[config.mk]
export PLATFORM = sky130hd
export DESIGN_NAME = fc_layer_link
export DESIGN_NICKNAME = d
export VERILOG_FILES = /design/src/rtl/fc_pkg.sv /design/src/rtl/fc_layer_link.sv
export SDC_FILE = /design/constraint.sdc
export NUM_CORES = 1
export LEC_CHECK = 0
export BUFFER_PORTS_ARGS = -buffer_cell sky130_fd_sc_hd__buf_2
export CAP_MARGIN = 20
export CORE_MARGIN = 10
export CORE_UTILIZATION = 40
export DETAILED_ROUTE_END_ITERATION = 8
export PLACE_DENSITY = 0.66
export SETUP_SLACK_MARGIN = 0.05
export SYNTH_ARGS = -nofsm -noshare
export SYNTH_HDL_FRONTEND = slang
export SYNTH_SLANG_ARGS = --single-unit
[constraint.sdc]
create_clock -name clk -period 4.4 [get_ports clk]
set_input_delay 0.88 -clock clk [delete_from_list [all_inputs] [get_ports clk]]
set_output_delay 0.88 -clock clk [all_outputs]
set_load 0.02 [all_outputs]
[src/rtl/fc_pkg.sv]
// Shared types and helpers for the fc_layer MLP datapath.
// Used by fc_layer and by the inter-layer transfer link.
package fc_pkg;

    typedef enum logic [2:0] {
        S_IDLE,
        S_WAIT_NEXT,
        S_FSTART,
        S_LAT,
        S_STREAM,
        S_NSTART
    } link_state_t;

    // Width of the function-latency counter (latency range 0..15)
    localparam int LAT_W = 4;

    function automatic int addr_w(input int n);
        return (n > 1) ? $clog2(n) : 1;
    endfunction

endpackage

[src/rtl/fc_layer_link.sv]
// Self-timed transfer of one layer's function output
// into the next layer's input buffer, then kicks it off.
module fc_layer_link
    import fc_pkg::*;
#(
    parameter int datatype_size = 2,
    parameter int vector_size   = 784,
    parameter int func_latency  = 1
) (
    input  logic                             clk,
    input  logic                             rst,
    input  logic                             i_prev_done,
    input  logic [datatype_size-1:0]         i_func_data,
    input  logic                             i_next_busy,
    output logic                             o_func_start,
    output logic                             o_busy,
    output logic                             o_ibuf_we,
    output logic [datatype_size-1:0]         o_ibuf_wr_data,
    output logic [addr_w(vector_size)-1:0]   o_ibuf_addr,
    output logic                             o_start
);

    localparam int             AW       = addr_w(vector_size);
    localparam logic [AW-1:0]  LAST     = AW'(vector_size - 1);
    localparam logic [LAT_W-1:0] LAT_INIT = LAT_W'(func_latency);
    localparam bit             ZERO_LAT = (func_latency == 0);
    localparam bit             ONE_LAT  = (func_latency == 1);
    localparam bit             ONE_ELEM = (vector_size == 1);

    link_state_t               state_q;
    logic                      pending_q;
    logic [AW-1:0]             idx_q;
    logic [LAT_W-1:0]          lat_q;
    logic                      fstart_q;
    logic                      busy_q;
    logic                      we_q;
    logic [datatype_size-1:0]  wdata_q;
    logic [AW-1:0]             addr_q;
    logic                      start_q;

    always_ff @(posedge clk or negedge rst) begin
        if (!rst) begin
            state_q   <= S_IDLE;
            pending_q <= 1'b0;
            idx_q     <= '0;
            lat_q     <= '0;
            fstart_q  <= 1'b0;
            busy_q    <= 1'b0;
            we_q      <= 1'b0;
            wdata_q   <= '0;
            addr_q    <= '0;
            start_q   <= 1'b0;
        end else begin
            fstart_q <= 1'b0;
            we_q     <= 1'b0;
            start_q  <= 1'b0;

            // A request arriving mid-transfer is remembered once
            if (i_prev_done && (state_q != S_IDLE)) begin
                pending_q <= 1'b1;
            end

            unique case (state_q)
                S_IDLE: begin
                    if (i_prev_done || pending_q) begin
                        pending_q <= 1'b0;
                        busy_q    <= 1'b1;
                        state_q   <= S_WAIT_NEXT;
                    end
                end
                S_WAIT_NEXT: begin
                    if (!i_next_busy) begin
                        fstart_q <= 1'b1;
                        state_q  <= S_FSTART;
                    end
                end
                S_FSTART: begin
                    lat_q <= LAT_INIT;
                    idx_q <= '0;
                    if (ZERO_LAT) begin
                        // First element is already valid this cycle
                        we_q    <= 1'b1;
                        addr_q  <= '0;
                        wdata_q <= i_func_data;
                        if (ONE_ELEM) begin
                            state_q <= S_NSTART;
                        end else begin
                            idx_q   <= AW'(1);
                            state_q <= S_STREAM;
                        end
                    end else if (ONE_LAT) begin
                        state_q <= S_STREAM;
                    end else begin
                        state_q <= S_LAT;
                    end
                end
                S_LAT: begin
                    lat_q <= lat_q - 4'd1;
                    if (lat_q <= 4'd2) begin
                        state_q <= S_STREAM;
                    end
                end
                S_STREAM: begin
                    we_q    <= 1'b1;
                    addr_q  <= idx_q;
                    wdata_q <= i_func_data;
                    if (idx_q == LAST) begin
                        state_q <= S_NSTART;
                    end else begin
                        idx_q <= idx_q + 1'b1;
                    end
                end
                S_NSTART: begin
                    start_q <= 1'b1;
                    busy_q  <= 1'b0;
                    idx_q   <= '0;
                    state_q <= S_IDLE;
                end
                default: begin
                    busy_q  <= 1'b0;
                    state_q <= S_IDLE;
                end
            endcase
        end
    end

    assign o_func_start   = fstart_q;
    assign o_busy         = busy_q;
    assign o_ibuf_we      = we_q;
    assign o_ibuf_wr_data = wdata_q;
    assign o_ibuf_addr    = addr_q;
    assign o_start        = start_q;

endmodule
# == Yosys cells after proc, flatten, opt, wreduce, memory -nomap -nowiden ==
# Cells that the tools add are included.
# word_totals
input_bits,6
latch_bits,0
output_inout_bits,16
mem_bits_ro,0
mem_bits_rw,0
reg_bits,34
n_memories,0
word_cells,53
# op_classes
magnitude_cmp,1
n_bitwise,1
shift,0
n_addsub,2
div,0
reduce_logical,11
n_mux,17
eq_ne,11
multipliers,0
# op_table
op,count
$pmux 10 s2,1
$pmux 3 s5,1
$mux 3,4
$add 10x1->10 const B,1
$eq 10x10->1 const B,1
$mux 10,1
$ne 2x2->1 const B,5
$mux 1,8
$pmux 4 s2,1
$eq 3x2->1 const B,2
$eq 3x3->1 const B,2
$le 4x2->1 const B,1
$reduce_and 2->1,2
$reduce_and 4->1,1
$reduce_bool 2->1,2
$reduce_or 4->1,1
$sub 4x1->4 const B,1
$eq 3x1->1 const B,1
$logic_not 3->1,1
$reduce_bool 3->1,1
$pmux 1 s2,1
$reduce_or 2->1,1
$logic_and 1x1->1,1
$logic_or 1x1->1,1
$not 1->1,1

# == Longest topological paths before layout ==
# depth
depth_word,5
ltp_mapped,8

# == Worst setup path before layout ==
# Ideal clock, no wire load.
# synth_timing
kind,in2reg
start,in i_prev_done
end,reg state_q[0]
setup_ns,0.126
cell_stages,2
t_arrival_ns,1.449
path_buffers,0
path_slack_ns,2.825
path_cell_list,or2_2 > a221o_1
# synth_between
elab_chain_len,3
# synth_lines
element,line_no,source
"start, declared",fc_layer_link.sv:12,"input logic i_prev_done,"
$logic_or 1x1->1,fc_layer_link.sv:65,if (i_prev_done || pending_q) begin
$ne 2x2->1 (no source line),--,
$reduce_and 4->1 (no source line),--,
"end signal, assigned",fc_layer_link.sv:68,state_q <= S_WAIT_NEXT;
"end signal, assigned",fc_layer_link.sv:74,state_q <= S_FSTART;
"end signal, assigned",fc_layer_link.sv:86,state_q <= S_NSTART;
"end, declared",fc_layer_link.sv:30,link_state_t state_q;
# Every way passes these cells.
# A chain may end at the register's enable or synchronous reset.

# == Final worst setup path ==
# layout_timing
start,reg state_q[1]
end,reg idx_q[9]
# layout_between
elab_chain_len,4
# layout_lines
element,line_no,source
"start signal, assigned",fc_layer_link.sv:43,state_q <= S_IDLE;
"start signal, assigned",fc_layer_link.sv:68,
"start signal, assigned",fc_layer_link.sv:74,
$eq 3x2->1 or $eq 3x3->1 (tied branches),fc_layer_link.sv:63,unique case (state_q)
$reduce_or 2->1 (no source line),--,
$reduce_bool 2->1 (no source line),--,
$reduce_and 2->1 (no source line),--,
"end signal, assigned",fc_layer_link.sv:110,idx_q <= idx_q + 1'b1;
"end, declared",fc_layer_link.sv:32,logic [AW-1:0] idx_q;
# Parallel ways exist; a longest one is shown, timed or not.

==> results.yml <==
outcome:
  outcome: "complete, no violations"
finish:
  most_common_cell_after_layout_fill_and_taps_aside: "sky130_fd_sc_hd__nand2_1"
  most-common-layout-cells: "sky130_fd_sc_hd__nand2_1, sky130_fd_sc_hd__dfrtp_1, sky130_fd_sc_hd__buf_2"
  final_layout_size_suffix_gt1_frac: 0.195
  final-seq-area_sq_um: 851
  multi_input_area_sq_um: 656
  final_net_count: 194
  layout-area-overhead-vs-synth_pct: 13.0
  ant_cells: 0
  fillerInstances: 362
setup_path:
  cp.arrival_ns: 2.15
  critical_path_source_type: "register"
  timing.critical_path.slowest_cell_delay_ns: 0.49
  rrSetupSlack_ns: 2.46
  reg2reg_to: "idx_q[9]"
  worst_setup_path_end_kind: "register"
  worstPathMaxFanout: 21
  cp.required_ns: 4.61
  worst-r2r-cell-count: 6
  crit_path_cell_trace: "nor2_4 -> nand2_2 -> inv_2 -> nand3_1 -> or3_1 -> a21oi_1"
  worstSetupPathType: "register to register"
  rr_startpoint: "state_q[1]"
  slowest_stage: "sky130_fd_sc_hd__dfrtp_1"
cts:
  cts.reportedPaths.clkPinSlew_ns: 0.07
  cts_tree: "done"
  cts_made_buffers: 5
  clock_insertion_delay_worst_skew_ns: 0.28
  cts_repair_resize_count: 0
  h-tree-depth: 2
  cts_setup_buffers: 0
  clock_sink_total: 34
  ctsRootBufferMaster: "sky130_fd_sc_hd__clkbuf_8"
  cts-root-to-sink-buffers: 2
  cts_hold_buf: 0
placement:
  gp_routability_congestion: 0.848
  detailed_place_hpwl_um: 2260
  place.port_buffers: 21
floorplanning:
  floorplan.io_pins: 22
  rows: 22
  die_x_um: 82.6
  core_area_sq_mm: 0.00372
  dieHeight_um: 82.6
  initial_utilization: 0.422
  area_enclosed_by_the_die_boundary_sq_mm: 0.00682
timing:
  rsz_0062_raised_after_global_routing: "no"
  timing.fmax_ghz: 0.515
  fin_crit_share: 0.441
  min_hold_slack_ns: 0.466
  finalSetupViolCount: 0
  drv_slew: 0
  final-hold-violation-count: 0
  slew_headroom: 0.497
  worst_margin_slew_ns: 0.755
  setup_skew_after_layout_ns: 0.00650
  setup_tns_ns: 0
  finalWorstPathRequiredPeriod_ns: 1.94
route:
  vias_per_cell: 5.02
  wl_um: 3120
  routed_antenna_nets: 0
  drt-wirelength-per-cell_um: 13.4
  drc: 0
  firstDrtPassIters: 4
  initialDrtViolationCount: 91
  routed-via-count: 1170
global_routing:
  grt_start_max_net_pins: 35
  global_route.overflow_total: 0
  first_global_vias: 1187
  grt_util_all_layers: 0.102
  antenna_violations_before_repair: 0
  grt_pass1_wl_um: 5500
hold_path:
  hold-path-cell-count: 2
  hold_end: "o_ibuf_addr[6]"
  hold_path.startpoint: "o_ibuf_addr[6]"
  hp-class: "register to register"
yosys:
  synth.cell_area_sq_mm: 0.00157
  postSynthAreaPerCell_sq_um: 9.61
  postSynthRegisterBits: 34
  synth-warning-count: 0
  synth.distinct_cells: 39
  postSynthCellCount: 163
  syn-num-nets: 172
  synth_sequential_area_ratio: 0.543
power_and_ir_drop:
  leakage_uw: 0.000883
  powerDensity_mw_per_mm2: 307
  ir_drop_mv: 0.109
job:
  max_cap_viol: 0
## state kept, by name (all words and copies together), names as in the netlist
name	flops
o_ibuf_wr_data	2
o_ibuf_addr	10
o_ibuf_we	1
lat_q	4
idx_q	10
o_busy	1
state_q	3
pending_q	1
o_start	1
o_func_start	1
## worst max-delay path, delay by kind of cell (launching register included)
| kind | cells | cell delay [ns] |
|---|---|---|
| AOI/OAI and AO/OA | 1 | 0.14 |
| DFF | 1 | 0.49 |
| buffers and inverters | 1 | 0.34 |
| and+or+nand+nor | 4 | 0.89 |
## metal layers
layer / global-route usage / vias to the layer above / part of all wire
met3: 0.0292 / 7 / 0.064
met2: 0.153 / 24 / 0.44
li1: - / 588 / -
met4: 0.0552 / 0 / 0.026
met5: 0 / - / 0
met1: 0.130 / 551 / 0.47
## cells in the mapped netlist (all sizes together)
cell type | count | area share
a211oi | 2 | 0.0096
a21o | 1 | 0.0048
a21oi | 7 | 0.022
a221o | 1 | 0.0064
and3 | 3 | 0.013
and3b | 1 | 0.0056
and4 | 1 | 0.0056
buf | 4 | 0.019
clkbuf | 2 | 0.0048
dfrtp | 34 | 0.54
ha | 3 | 0.024
inv | 6 | 0.014
mux2i | 3 | 0.019
nand2 | 45 | 0.11
nand2b | 3 | 0.012
nand3 | 4 | 0.013
nand4 | 2 | 0.0080
nor2 | 14 | 0.040
nor3 | 6 | 0.030
o211ai | 2 | 0.013
o21ai | 7 | 0.022
o21bai | 1 | 0.0048
o31ai | 2 | 0.0096
or2 | 2 | 0.0080
or3 | 2 | 0.0080
or4b | 1 | 0.0088
xnor2 | 1 | 0.0056
xor2 | 3 | 0.017
## final cells by class
type	instances	share of cell area
clock buffer	7	0.0431
inverter	6	0.0127
multi-input combinational	117	0.370
sequential	34	0.481
tap	48	0.0339
timing repair buffer	21	0.0594
## where the power goes
| group | switching, uW | internal, uW |
|---|---|---|
| Sequential | 2.06 | 315 |
| Combinational | 10.3 | 3.86 |
| Clock | 103 | 109 |
| Total | 115 | 428 |
## per-stage QoR
step / util / worst slack, ns / power (uW) / std cells / cell area (sq um)
floorplan: - / 2.83 / 327 / 163 / 1570
global placement: 0.456 / 2.57 / 337 / 226 / 1690
detailed placement: 0.456 / 2.47 / 338 / 226 / 1690
CTS: 0.476 / 2.47 / 551 / 233 / 1770
global route: 0.476 / 2.26 / 563 / 233 / 1770
finish: 0.476 / 2.46 / 543 / 233 / 1770
## how the worst max path moves through the flow
stage / from / end / slack, ns / cells after the start
floorplan: i_prev_done / state_q[0] / 2.83 / 2
global placement: state_q[1] / idx_q[9] / 2.57 / 6
detailed placement: state_q[1] / idx_q[9] / 2.47 / 6
CTS: state_q[1] / idx_q[9] / 2.47 / 6
global route: state_q[1] / idx_q[9] / 2.26 / 6
finish: state_q[1] / idx_q[9] / 2.46 / 6
## cell families (layout without fill, tap and decap cells)
| kind of cell | count (synthesis) | in the layout | synth area share |
|---|---|---|---|
| DFF | 34 | 34 | 0.543 |
| xor gates and xnor gates | 4 | 4 | 0.0224 |
| adders and majority gates | 3 | 3 | 0.0240 |
| and+or+nand+nor | 84 | 84 | 0.260 |
| buffers and inverters | 12 | 34 | 0.0383 |
| muxes | 3 | 3 | 0.0192 |
| AOI/OAI and AO/OA | 23 | 23 | 0.0926 |
Power figures use the tool's default switching activity.
